`src/rtl/cmp_slice_sequencer.sv`:
```
// Feeds two WIDTH-bit operands to one external 3-bit cascadable comparator slice, LSB slice first.
// Define SIGNED_CMP_EN to compare operands as two's complement.
module cmp_slice_sequencer #(
  parameter int unsigned WIDTH = 12,
  parameter int unsigned CNT_W = 4
) (
  input  logic             clk,
  input  logic             rst_n,
  input  logic             in_valid,
  output logic             in_ready,
  input  logic [WIDTH-1:0] in_a,
  input  logic [WIDTH-1:0] in_b,
  output logic [2:0]       slice_a,
  output logic [2:0]       slice_b,
  output logic             casc_l,
  output logic             casc_e,
  output logic             casc_g,
  input  logic             cmp_lt,
  input  logic             cmp_eq,
  input  logic             cmp_gt,
  output logic             out_valid,
  input  logic             out_ready,
  output logic             res_lt,
  output logic             res_eq,
  output logic             res_gt,
  output logic             res_err
);

  localparam int unsigned SLICES = WIDTH / 3;
  localparam int unsigned NUM_IDX = 2 ** CNT_W;
  localparam logic [CNT_W-1:0] LAST_IDX = CNT_W'(SLICES - 1);

  localparam logic [1:0] IDLE = 2'd0;
  localparam logic [1:0] RUN  = 2'd1;
  localparam logic [1:0] DONE = 2'd2;

  logic [1:0]       state_q, state_d;
  logic [CNT_W-1:0] idx_q, idx_d;
  logic [WIDTH-1:0] op_a_q, op_a_d;
  logic [WIDTH-1:0] op_b_q, op_b_d;
  logic             cl_q, cl_d;
  logic             ce_q, ce_d;
  logic             cg_q, cg_d;
  logic             rl_q, rl_d;
  logic             re_q, re_d;
  logic             rg_q, rg_d;
  logic             err_q, err_d;

  logic [WIDTH-1:0] cap_a, cap_b;
  logic             cmp_onehot;
  logic             in_run;

  // Offset-binary mapping: flipping both MSBs turns signed order into unsigned order.
`ifdef SIGNED_CMP_EN
  assign cap_a = {~in_a[WIDTH-1], in_a[WIDTH-2:0]};
  assign cap_b = {~in_b[WIDTH-1], in_b[WIDTH-2:0]};
`else
  assign cap_a = in_a;
  assign cap_b = in_b;
`endif

  // Slice table padded to the full counter range so the index needs no width fix-up.
  logic [2:0] a_sl [NUM_IDX];
  logic [2:0] b_sl [NUM_IDX];

  for (genvar i = 0; i < NUM_IDX; i++) begin : g_slice
    if (i < SLICES) begin : g_used
      assign a_sl[i] = op_a_q[3*i +: 3];
      assign b_sl[i] = op_b_q[3*i +: 3];
    end else begin : g_pad
      assign a_sl[i] = 3'b000;
      assign b_sl[i] = 3'b000;
    end
  end

  // Exactly one of three: odd population count, but not all three.
  assign cmp_onehot = (cmp_lt ^ cmp_eq ^ cmp_gt) & ~(cmp_lt & cmp_eq & cmp_gt);
  assign in_run     = (state_q == RUN);

  always_comb begin
    state_d = state_q;
    idx_d   = idx_q;
    op_a_d  = op_a_q;
    op_b_d  = op_b_q;
    cl_d    = cl_q;
    ce_d    = ce_q;
    cg_d    = cg_q;
    rl_d    = rl_q;
    re_d    = re_q;
    rg_d    = rg_q;
    err_d   = err_q;
    case (state_q)
      IDLE: begin
        if (in_valid) begin
          state_d = RUN;
          idx_d   = '0;
          op_a_d  = cap_a;
          op_b_d  = cap_b;
          cl_d    = 1'b0;
          ce_d    = 1'b1;
          cg_d    = 1'b0;
          err_d   = 1'b0;
        end
      end
      RUN: begin
        cl_d  = cmp_lt;
        ce_d  = cmp_eq;
        cg_d  = cmp_gt;
        err_d = err_q | ~cmp_onehot;
        idx_d = idx_q + CNT_W'(1);
        if (idx_q == LAST_IDX) begin
          rl_d    = cmp_lt;
          re_d    = cmp_eq;
          rg_d    = cmp_gt;
          state_d = DONE;
        end
      end
      DONE: begin
        if (out_ready) begin
          state_d = IDLE;
        end
      end
      default: begin
        state_d = IDLE;
      end
    endcase
  end

  always_ff @(posedge clk or negedge rst_n) begin
    if (!rst_n) begin
      state_q <= IDLE;
      idx_q   <= '0;
      op_a_q  <= '0;
      op_b_q  <= '0;
      cl_q    <= 1'b0;
      ce_q    <= 1'b1;
      cg_q    <= 1'b0;
      rl_q    <= 1'b0;
      re_q    <= 1'b0;
      rg_q    <= 1'b0;
      err_q   <= 1'b0;
    end else begin
      state_q <= state_d;
      idx_q   <= idx_d;
      op_a_q  <= op_a_d;
      op_b_q  <= op_b_d;
      cl_q    <= cl_d;
      ce_q    <= ce_d;
      cg_q    <= cg_d;
      rl_q    <= rl_d;
      re_q    <= re_d;
      rg_q    <= rg_d;
      err_q   <= err_d;
    end
  end

  // Outside RUN the comparator is parked at a neutral "equal" input.
  always_comb begin
    slice_a = 3'b000;
    slice_b = 3'b000;
    casc_l  = 1'b0;
    casc_e  = 1'b1;
    casc_g  = 1'b0;
    if (in_run) begin
      slice_a = a_sl[idx_q];
      slice_b = b_sl[idx_q];
      casc_l  = cl_q;
      casc_e  = ce_q;
      casc_g  = cg_q;
    end
  end

  assign in_ready  = (state_q == IDLE);
  assign out_valid = (state_q == DONE);
  assign res_lt    = rl_q;
  assign res_eq    = re_q;
  assign res_gt    = rg_q;
  assign res_err   = err_q;

endmodule

```
`config.mk`:
```
export PLATFORM = sky130hd
export DESIGN_NAME = cmp_slice_sequencer
export DESIGN_NICKNAME = d
export VERILOG_FILES = /design/src/rtl/cmp_slice_sequencer.sv
export SDC_FILE = /design/constraint.sdc
export NUM_CORES = 1
export LEC_CHECK = 0
export CAP_MARGIN = 5
export CELL_PAD_IN_SITES_DETAIL_PLACEMENT = 0
export CELL_PAD_IN_SITES_GLOBAL_PLACEMENT = 1
export CORE_AREA = 2 2 70 72
export DETAILED_ROUTE_END_ITERATION = 10
export DIE_AREA = 0 0 72 74
export GPL_ROUTABILITY_DRIVEN = 0
export PLACE_DENSITY_LB_ADDON = 0.3
export SLEW_MARGIN = 20
export SYNTH_ARGS = -nofsm -noshare
export SYNTH_HDL_FRONTEND = slang
export SYNTH_SLANG_ARGS = --single-unit
```
`constraint.sdc`:
```
create_clock -name clk -period 2.8 [get_ports clk]
set_input_delay 0.56 -clock clk [delete_from_list [all_inputs] [get_ports clk]]
set_output_delay 0.56 -clock clk [all_outputs]
set_load 0.05 [all_outputs]
```
After elaboration in Yosys (flattened, before gate mapping)
Cells that the tools add are included.
{"block": "totals", "reg_bits": 37, "out_inout_bits": 15, "word_cells": 57}
{"block": "op_classes", "n_eq_ne": 6, "order_cmp": 1, "reduce_logical": 6, "mux": 23, "bitwise_logic": 9, "add_sub_neg": 1}
{"operator": "3-bit binary-select mux with 4-bit select", "count": 2}
{"operator": "3-bit 2-to-1 mux", "count": 6}
{"operator": "1-bit one-hot mux with 2 select lines", "count": 4}
{"operator": "4-bit one-hot mux with 2 select lines", "count": 1}
{"operator": "2-bit 2-to-1 mux", "count": 3}
{"operator": "2-bit one-hot mux with 3 select lines", "count": 1}
{"operator": "2-bit AND reduction", "count": 3}
{"operator": "5-bit >= comparator, second input constant", "count": 1}
{"operator": "1-bit 2-to-1 mux", "count": 5}
{"operator": "4-bit NOT with 5-bit output", "count": 1}
{"operator": "4-bit by 1-bit adder with 4-bit output, second input constant", "count": 1}
{"operator": "4-bit by 2-bit == test with 1-bit output, second input constant", "count": 1}
{"operator": "4-bit 2-to-1 mux", "count": 1}
{"operator": "2-bit by 1-bit inequality test with 1-bit output, second input constant", "count": 2}
{"operator": "1-bit AND", "count": 3}
{"operator": "3-bit AND reduction", "count": 1}
{"operator": "2-bit by 1-bit == test with 1-bit output, second input constant", "count": 1}
{"operator": "2-bit == test, second input constant", "count": 1}
{"operator": "2-bit logical NOT", "count": 1}
{"operator": "2-bit inequality test, second input constant", "count": 1}
{"operator": "1-bit NOT", "count": 2}
{"operator": "2-bit nonzero test", "count": 1}
{"operator": "1-bit bitwise XOR", "count": 2}
{"operator": "1-bit OR", "count": 1}

Depth between registers and ports, before layout
{"block": "logic_depth", "word_depth": 7, "depth_mapped": 5, "depth_no_buf": 4}

Worst setup path before layout
No wires, ideal clock.
{"block": "synth_path", "path_type": "register -> output", "from": "register state_q[1]", "to": "output slice_a[0]", "stages_incl_launch_ff": 5, "path_slack_ns": 0.466, "arrival_ns": 1.774, "cell_sequence": "dfrtp_1 -> nand2b_1 -> buf_6 -> or3_4 -> nor2b_1"}
{"block": "synth_via", "elab_chain_len": 2}
{"item": "from (decl)", "line": "37", "rtl": "logic [1:0] state_q, state_d;"}
{"item": "from (signal assigned)", "line": "143", "rtl": "state_q <= state_d;"}
{"item": "2-bit by 1-bit == test with 1-bit output", "line": "78", "rtl": "assign in_run = (state_q == RUN);"}
{"item": "3-bit 2-to-1 mux", "line": "164", "rtl": "if (in_run) begin"}
{"item": "to (decl)", "line": "13", "rtl": "output logic [2:0] slice_a,"}
No other way between the ends.

Worst setup path after layout
{"block": "layout_path", "from": "register state_q[0]", "to": "output casc_e"}
{"block": "layout_via", "elab_chain_len": 2}
{"item": "2-bit by 1-bit == test with 1-bit output", "line": "78"}
{"item": "1-bit 2-to-1 mux", "line": "164"}
{"item": "to (decl)", "line": "16", "rtl": "output logic casc_e,"}
No other way between the ends.

==> flow_metrics.env <==
export IMPL_status="complete, no violations"
export IMPL_area_delta_synth_final_pct=29.8
export IMPL_skew_ns=0.00592
export IMPL_crit_type="flip-flop to primary output"
export IMPL_synth_edf_count=0
export IMPL_arrival_ns=2.08
export IMPL_synth_yosys_seq_area_share_pct=53.5
export IMPL_post_cts_repair_setup_buffers=0
export IMPL_p_sw_w=0.00121
export IMPL_setup_tns_ns=0
export IMPL_synth_cell_types=27
export IMPL_critPathMaxFanout=9
export IMPL_syn_cell_area_um2=1730
export IMPL_multi_input_area_um2=728
export IMPL_clk_root_buffer_cell="clkbuf_8"
export IMPL_max_vdd_ir_drop_mv=0.632
export IMPL_post_place_cells=266
export IMPL_min_delay_path_class="input port to async pin"
export IMPL_start_util_pct=37.7
export IMPL_drtIter0Drc=55
export IMPL_clockBufferDepth=2
export IMPL_p_leak_nw=1.08
export IMPL_end_kind="primary output"
export IMPL_rsz0062_at_grt="false"
export IMPL_antenna_found_initial=0
export IMPL_drc_errors=0
export IMPL_antenna_cells=0
export IMPL_vias=1299
export IMPL_dr_pass1_iters=4
export IMPL_die_h_um=74
export IMPL_final_nets=252
export IMPL_cts_tree="yes"
export IMPL_fin_ws_ns=0.160
export IMPL_holdWs_ns=0.357
export IMPL_routed_wl_um=3500
export IMPL_synth_largest_area_cell="dfrtp_1"
export IMPL_drv_slew=0
export IMPL_grt_remaining_overflow=0
export IMPL_first_global_vias=1277
export IMPL_hpwl_um=2340
export IMPL_clkPwrFrac_pct=12.8
export IMPL_grt_max_degree=38
export IMPL_port_buffers=45
export IMPL_cts_buffers=5
export IMPL_rows=25
export IMPL_avgSynthCellArea_um2=9.90
export IMPL_intPower_w=0.00154
export IMPL_layout_cells_non_filler=274
export IMPL_maxSlewHeadroom_pct=45.9
export IMPL_ys_seq_elements=37
export IMPL_h_tree_depth=2
export IMPL_worst_pin_slew_ns=0.812
export IMPL_fin_crit_ns=2.64
export IMPL_clock_sinks=37
export IMPL_cap_viol_max_count=0
export IMPL_synthFlopType="dfrtp_1"
export IMPL_grt_usage_pct=14.3
export IMPL_wl_per_cell_um=12.8
export IMPL_startpoint_type="flip-flop"
export IMPL_yosysTopAreaCellShare_pct=52.0
export IMPL_netlist_instances=175
export IMPL_post_route_period_util_pct=94.3
export IMPL_ioPinCount=46
export IMPL_required_ns=2.24
export IMPL_die_area_um2=5330
export IMPL_postLayoutCoreUtil_pct=48.9
export IMPL_synth_fp_nets=208
export IMPL_core_area_um2=4600
export IMPL_via_per_inst=4.74
export IMPL_path_clk_slew_ns=0.07
export IMPL_cts_hold_buffers=0
export IMPL_worstSkewPairLatency_ns=0.29
export IMPL_synth_async_reset_ratio_pct=100
export IMPL_die_w_um=72
export IMPL_nFillCells=439
export IMPL_dp_worst_setup_slack_ns=0.480
export IMPL_synth_warnings=0
export IMPL_powerDensity_nw_per_um2=1220
export IMPL_final_hold_violation_count=0
export IMPL_switching_share_pct=43.8
export IMPL_grt_pass1_wl_um=5750
export IMPL_power_share_combinational_pct=51.3
export IMPL_synth_area_leaders="dfrtp_1, nand2_1, mux4_2"
export IMPL_pwr_share_seq_pct=35.9
export IMPL_cts_resized=0
export IMPL_drive_above_1_share_pct=13.6
export IMPL_setup_violations=0
export IMPL_fmax_ghz=0.379
export IMPL_sequential_cell_area_um2=927
export IMPL_ant_nets=0
## cells by family (layout without fill, tap and decap cells)
family          after synthesis  count (layout)  share of synthesized area (%)
xor+xnor                      2               2                           1.01
simple gates                107             107                           27.3
fa+ha+maj                     2               2                           1.44
buf+inv                      11              56                           4.41
compound gates                6               6                           1.95
mux                          10              10                           10.3
flops                        37              37                           53.5
## layout by cell type, fill, tap and decap left out, types with 2 or more instances in the layout
master / n
mux4_2: 6
xor2_1: 2
dfrtp_1: 36
nor2_1: 3
and2_1: 2
clkbuf_8: 5
buf_4: 10
o21ai_0: 5
nand2_1: 80
ha_1: 2
clkbuf_1: 3
nor2b_1: 6
mux2_2: 3
nand2b_1: 3
nand3_1: 6
clkdlybuf4s50_1: 36
## Yosys cell counts (all sizes together), types with 2 or more instances
| master | count |
|---|---|
| nand2 | 81 |
| dfrtp | 36 |
| buf | 9 |
| nor2b | 7 |
| mux4 | 6 |
| nand3 | 6 |
| o21ai | 5 |
| mux2 | 3 |
| nand2b | 3 |
| nor2 | 3 |
| and2 | 2 |
| ha | 2 |
| nor3b | 2 |
| xor2 | 2 |
## power by group through the flow
stage	clock network, W	registers (W)	logic (W)
floorplan	0	0.00101	0.00105
global placement	0	0.000984	0.00141
detailed placement	0	0.000998	0.00143
CTS	0.000365	0.000992	0.00143
global route	0.000388	0.00103	0.00153
finish	0.000353	0.000987	0.00141
## final cells by class
| cell class | instances | area share, % |
|---|---|---|
| timing repair buffer | 47 | 19.6 |
| tap | 54 | 3.01 |
| multi-input combinational | 127 | 32.4 |
| clock buffer | 8 | 3.56 |
| sequential | 37 | 41.3 |
| inverter | 1 | 0.167 |
## metal layers
layer | vias to the layer above | part of all wire (%) | global-route usage, % | wire (um)
li1 | 646 | - | - | -
met1 | 609 | 44 | 17.3 | 1550
met5 | - | 0 | 0 | 0
met3 | 6 | 7.6 | 5.96 | 266
met2 | 38 | 47 | 23.7 | 1650
met4 | 0 | 1.1 | 4.40 | 37
## critical path, stage by stage (launching register included)
cell and delay [ns]:
dfrtp_1 0.45, nor2b_1 0.53, nand2b_1 0.10, clkdlybuf4s50_1 0.72
## state kept, by name, indices dropped and copies added (netlist names)
register  flops
res_gt        1
idx_q         4
cg_q          1
cl_q          1
op_a_q       12
op_b_q       12
ce_q          1
state_q       2
res_err       1
res_lt        1
res_eq        1
## final timing paths
check,from,to,slack [ns],depth (start not counted)
min in group clk,op_a_q[7],op_a_q[7],0.47,2
min,rst_n,op_b_q[4],0.36,1
min reg2reg,op_a_q[7],op_a_q[7],0.47,2
max in group asynchronous,rst_n,op_a_q[5],1.92,1
max,state_q[0],casc_e,0.16,3
max reg2reg,idx_q[0],res_lt,1.06,4
## stage by stage
| stage | total power, W | instance area [um2] |
|---|---|---|
| floorplan | 0.00206 | 1730 |
| global placement | 0.00239 | 2170 |
| detailed placement | 0.00242 | 2170 |
| CTS | 0.00279 | 2250 |
| global route | 0.00295 | 2250 |
| finish | 0.00275 | 2250 |
No activity file was read; power rests on OpenSTA's default activity.
==> edit (config.mk and constraints unchanged) <==
Add a define of `SIGNED_CMP_EN`.
--- a/src/rtl/cmp_slice_sequencer.sv
+++ b/src/rtl/cmp_slice_sequencer.sv
@@ -1,4 +1,6 @@
 // Feeds two WIDTH-bit operands to one external 3-bit cascadable comparator slice, LSB slice first.
 // Define SIGNED_CMP_EN to compare operands as two's complement.
+`define SIGNED_CMP_EN
+
 module cmp_slice_sequencer #(
   parameter int unsigned WIDTH = 12,
Formal check against the unedited RTL: not equivalent (a bounded check fails within 10 cycles, from zero or initial values and one cycle with rst_n low).
==> edit against the unedited design <==
Area after synthesis fell by 2.0%; count of clock-buffer cells in the layout shrank 1; setup slack better by 150 ps; sequential cell count is the same; final area grew 2.1%; worst hold slack improved by 8.6 ps; routed wire length up 4.1%; critical path type unchanged; power grew 4.9%.
==> edit: results (changes against the unedited design) <==
synthesis:
  synth_area_leaders: "dfrtp_1 53%, nand2_1 17%, mux4_2 8.0%"
  syn_nets: 206  # -0.96%
  synth_common_cells: "77 x nand2_1, 36 x dfrtp_1, 7 x nor2b_1"
  synthArstFlopShare_pct: 100.0  # unchanged
  synth_cells: 173  # -1.1%
  yosys.cell_types.count: 26  # -3.7%
  ys_warn_count: 0  # unchanged
  yosysSeqAreaShare_pct: 54.65  # +1.1 points
global_routing:
  grt_first_pass_wirelength_mm: 6.320  # +10%
  grt_pass1_vias: 1388  # +8.7%
  grt.total_usage_pct: 15.87  # +1.5 points
  antenna_found_initial: 0  # unchanged
  grt_max_degree: 38  # unchanged
run_status:
  status: "finished clean"
cells_and_area:
  diodes: 0  # unchanged
  nNetsFinal: 252  # unchanged
  top_regs: "op_a_q (12), op_b_q (12), idx_q (4)"
  stdcell_count: 274  # unchanged
  fillers: 433  # -1.4%
  drive_gt1_share_pct: 12.73  # -0.91 points
worst_setup_path:
  worstPathMaxFanout: 7  # -2
  critical_path.max_stage_delay_ps: 800  # +80 ps
  critPathTopFamily: "buffers and inverters"
  cp_data_arrival_time_ps: 1930  # -150 ps
  cp_slowest_cell: "clkdlybuf4s50_1"
clocking:
  postCtsResizedCells: 0  # unchanged
  clkSlewWorstSetupHoldPaths_ps: 70  # about the same
  root_buffer: "clkbuf_8"
  cts_buffer_depth: 2  # unchanged
  cts_inserted_buffers: 5  # unchanged
  clkLatencyLatePin_ps: 290  # about the same
  post_cts_buffers: 0  # unchanged
  htree_levels: 2  # unchanged
detailed_routing:
  vias: 1316  # +1.3%
  drtIter0Drc: 65  # +18%
  detail_route.first_pass.iterations: 3  # -1
  routed_wl_mm: 3.643  # +4.1%
sta:
  skew_ps: 7.459  # +1.542 ps
  slew_headroom_pct: 44.41  # -1.5 points
  slew_viol_final: 0  # unchanged
power_and_ir_drop:
  peakVddDrop_v: 0.0006243  # -1.2%
  power_switching_mw: 1.210  # +0.37%
  power_leakage_nw: 1.093  # +1.4%
placed_design:
  dpl.hpwl_mm: 2.507  # +7.2%
  io_buffers: 45  # unchanged
min_path:
  hold_class: "input port to asynchronous set/reset pin"
==> edit: cell families (layout without fill, tap and decap cells) <==
logic type / after synthesis / in the layout / synth area share [%]
and+or+nand+nor: 103 / 103 / 26.70
buffers and inverters: 11 / 58 / 3.023
AOI/OAI and AO/OA: 8 / 8 / 2.581
DFF: 37 / 37 / 54.65
muxes: 10 / 10 / 10.55
adders and majority gates: 2 / 2 / 1.475
xor gates and xnor gates: 2 / 2 / 1.033
==> edit: final timing paths <==
path                       cells after the start   endpoint  slack, ps       start
min in group clk                               2  op_a_q[9]        470   op_a_q[9]
hold / removal                                 1  op_b_q[1]        370       rst_n
setup reg to reg                               4     res_eq        980    idx_q[0]
setup / recovery                               4     casc_e        310  state_q[0]
max in group asynchronous                      1     res_eq       1900       rst_n
hold reg to reg                                2  op_a_q[9]        470   op_a_q[9]
==> edit: through the flow <==
step	total power [mW]	setup WS, ps	hold WS (ps)	instance area, sq um
after floorplan	2.013	463.2	264.4	1697
after global placement	2.417	628.7	453.0	2177
after detailed placement	2.447	610.1	458.0	2177
after CTS	2.933	280.6	396.6	2293
after global routing	3.109	199.3	427.7	2293
final	2.883	308.5	366.0	2293
==> edit: routing by layer <==
| metal | up-vias | track usage [%] | share of wire (%) |
|---|---|---|---|
| met5 | - | 0 | 0 |
| met4 | 0 | 5.660 | 1.1 |
| met2 | 33 | 25.51 | 47 |
| met3 | 4 | 5.691 | 6.2 |
| li1 | 651 | - | - |
| met1 | 628 | 20.04 | 45 |
==> edit: area by class of cell <==
type	instances	share of cell area, %
Timing Repair Buffer	49	20.08
Tap cell	54	2.946
Clock inverter	1	1.309
Clock buffer	7	3.764
Inverter	1	0.1637
Sequential cell	37	40.43
Multi-Input combinational cell	125	31.31
==> edit: power groups by stage <==
stage / clock network [mW] / registers (mW) / logic (mW)
global placement: 0 / 0.992 / 1.42
floorplan: 0 / 1.01 / 1.01
CTS: 0.488 / 0.993 / 1.45
detailed placement: 0 / 1.00 / 1.44
finish: 0.472 / 0.985 / 1.43
global route: 0.513 / 1.03 / 1.57
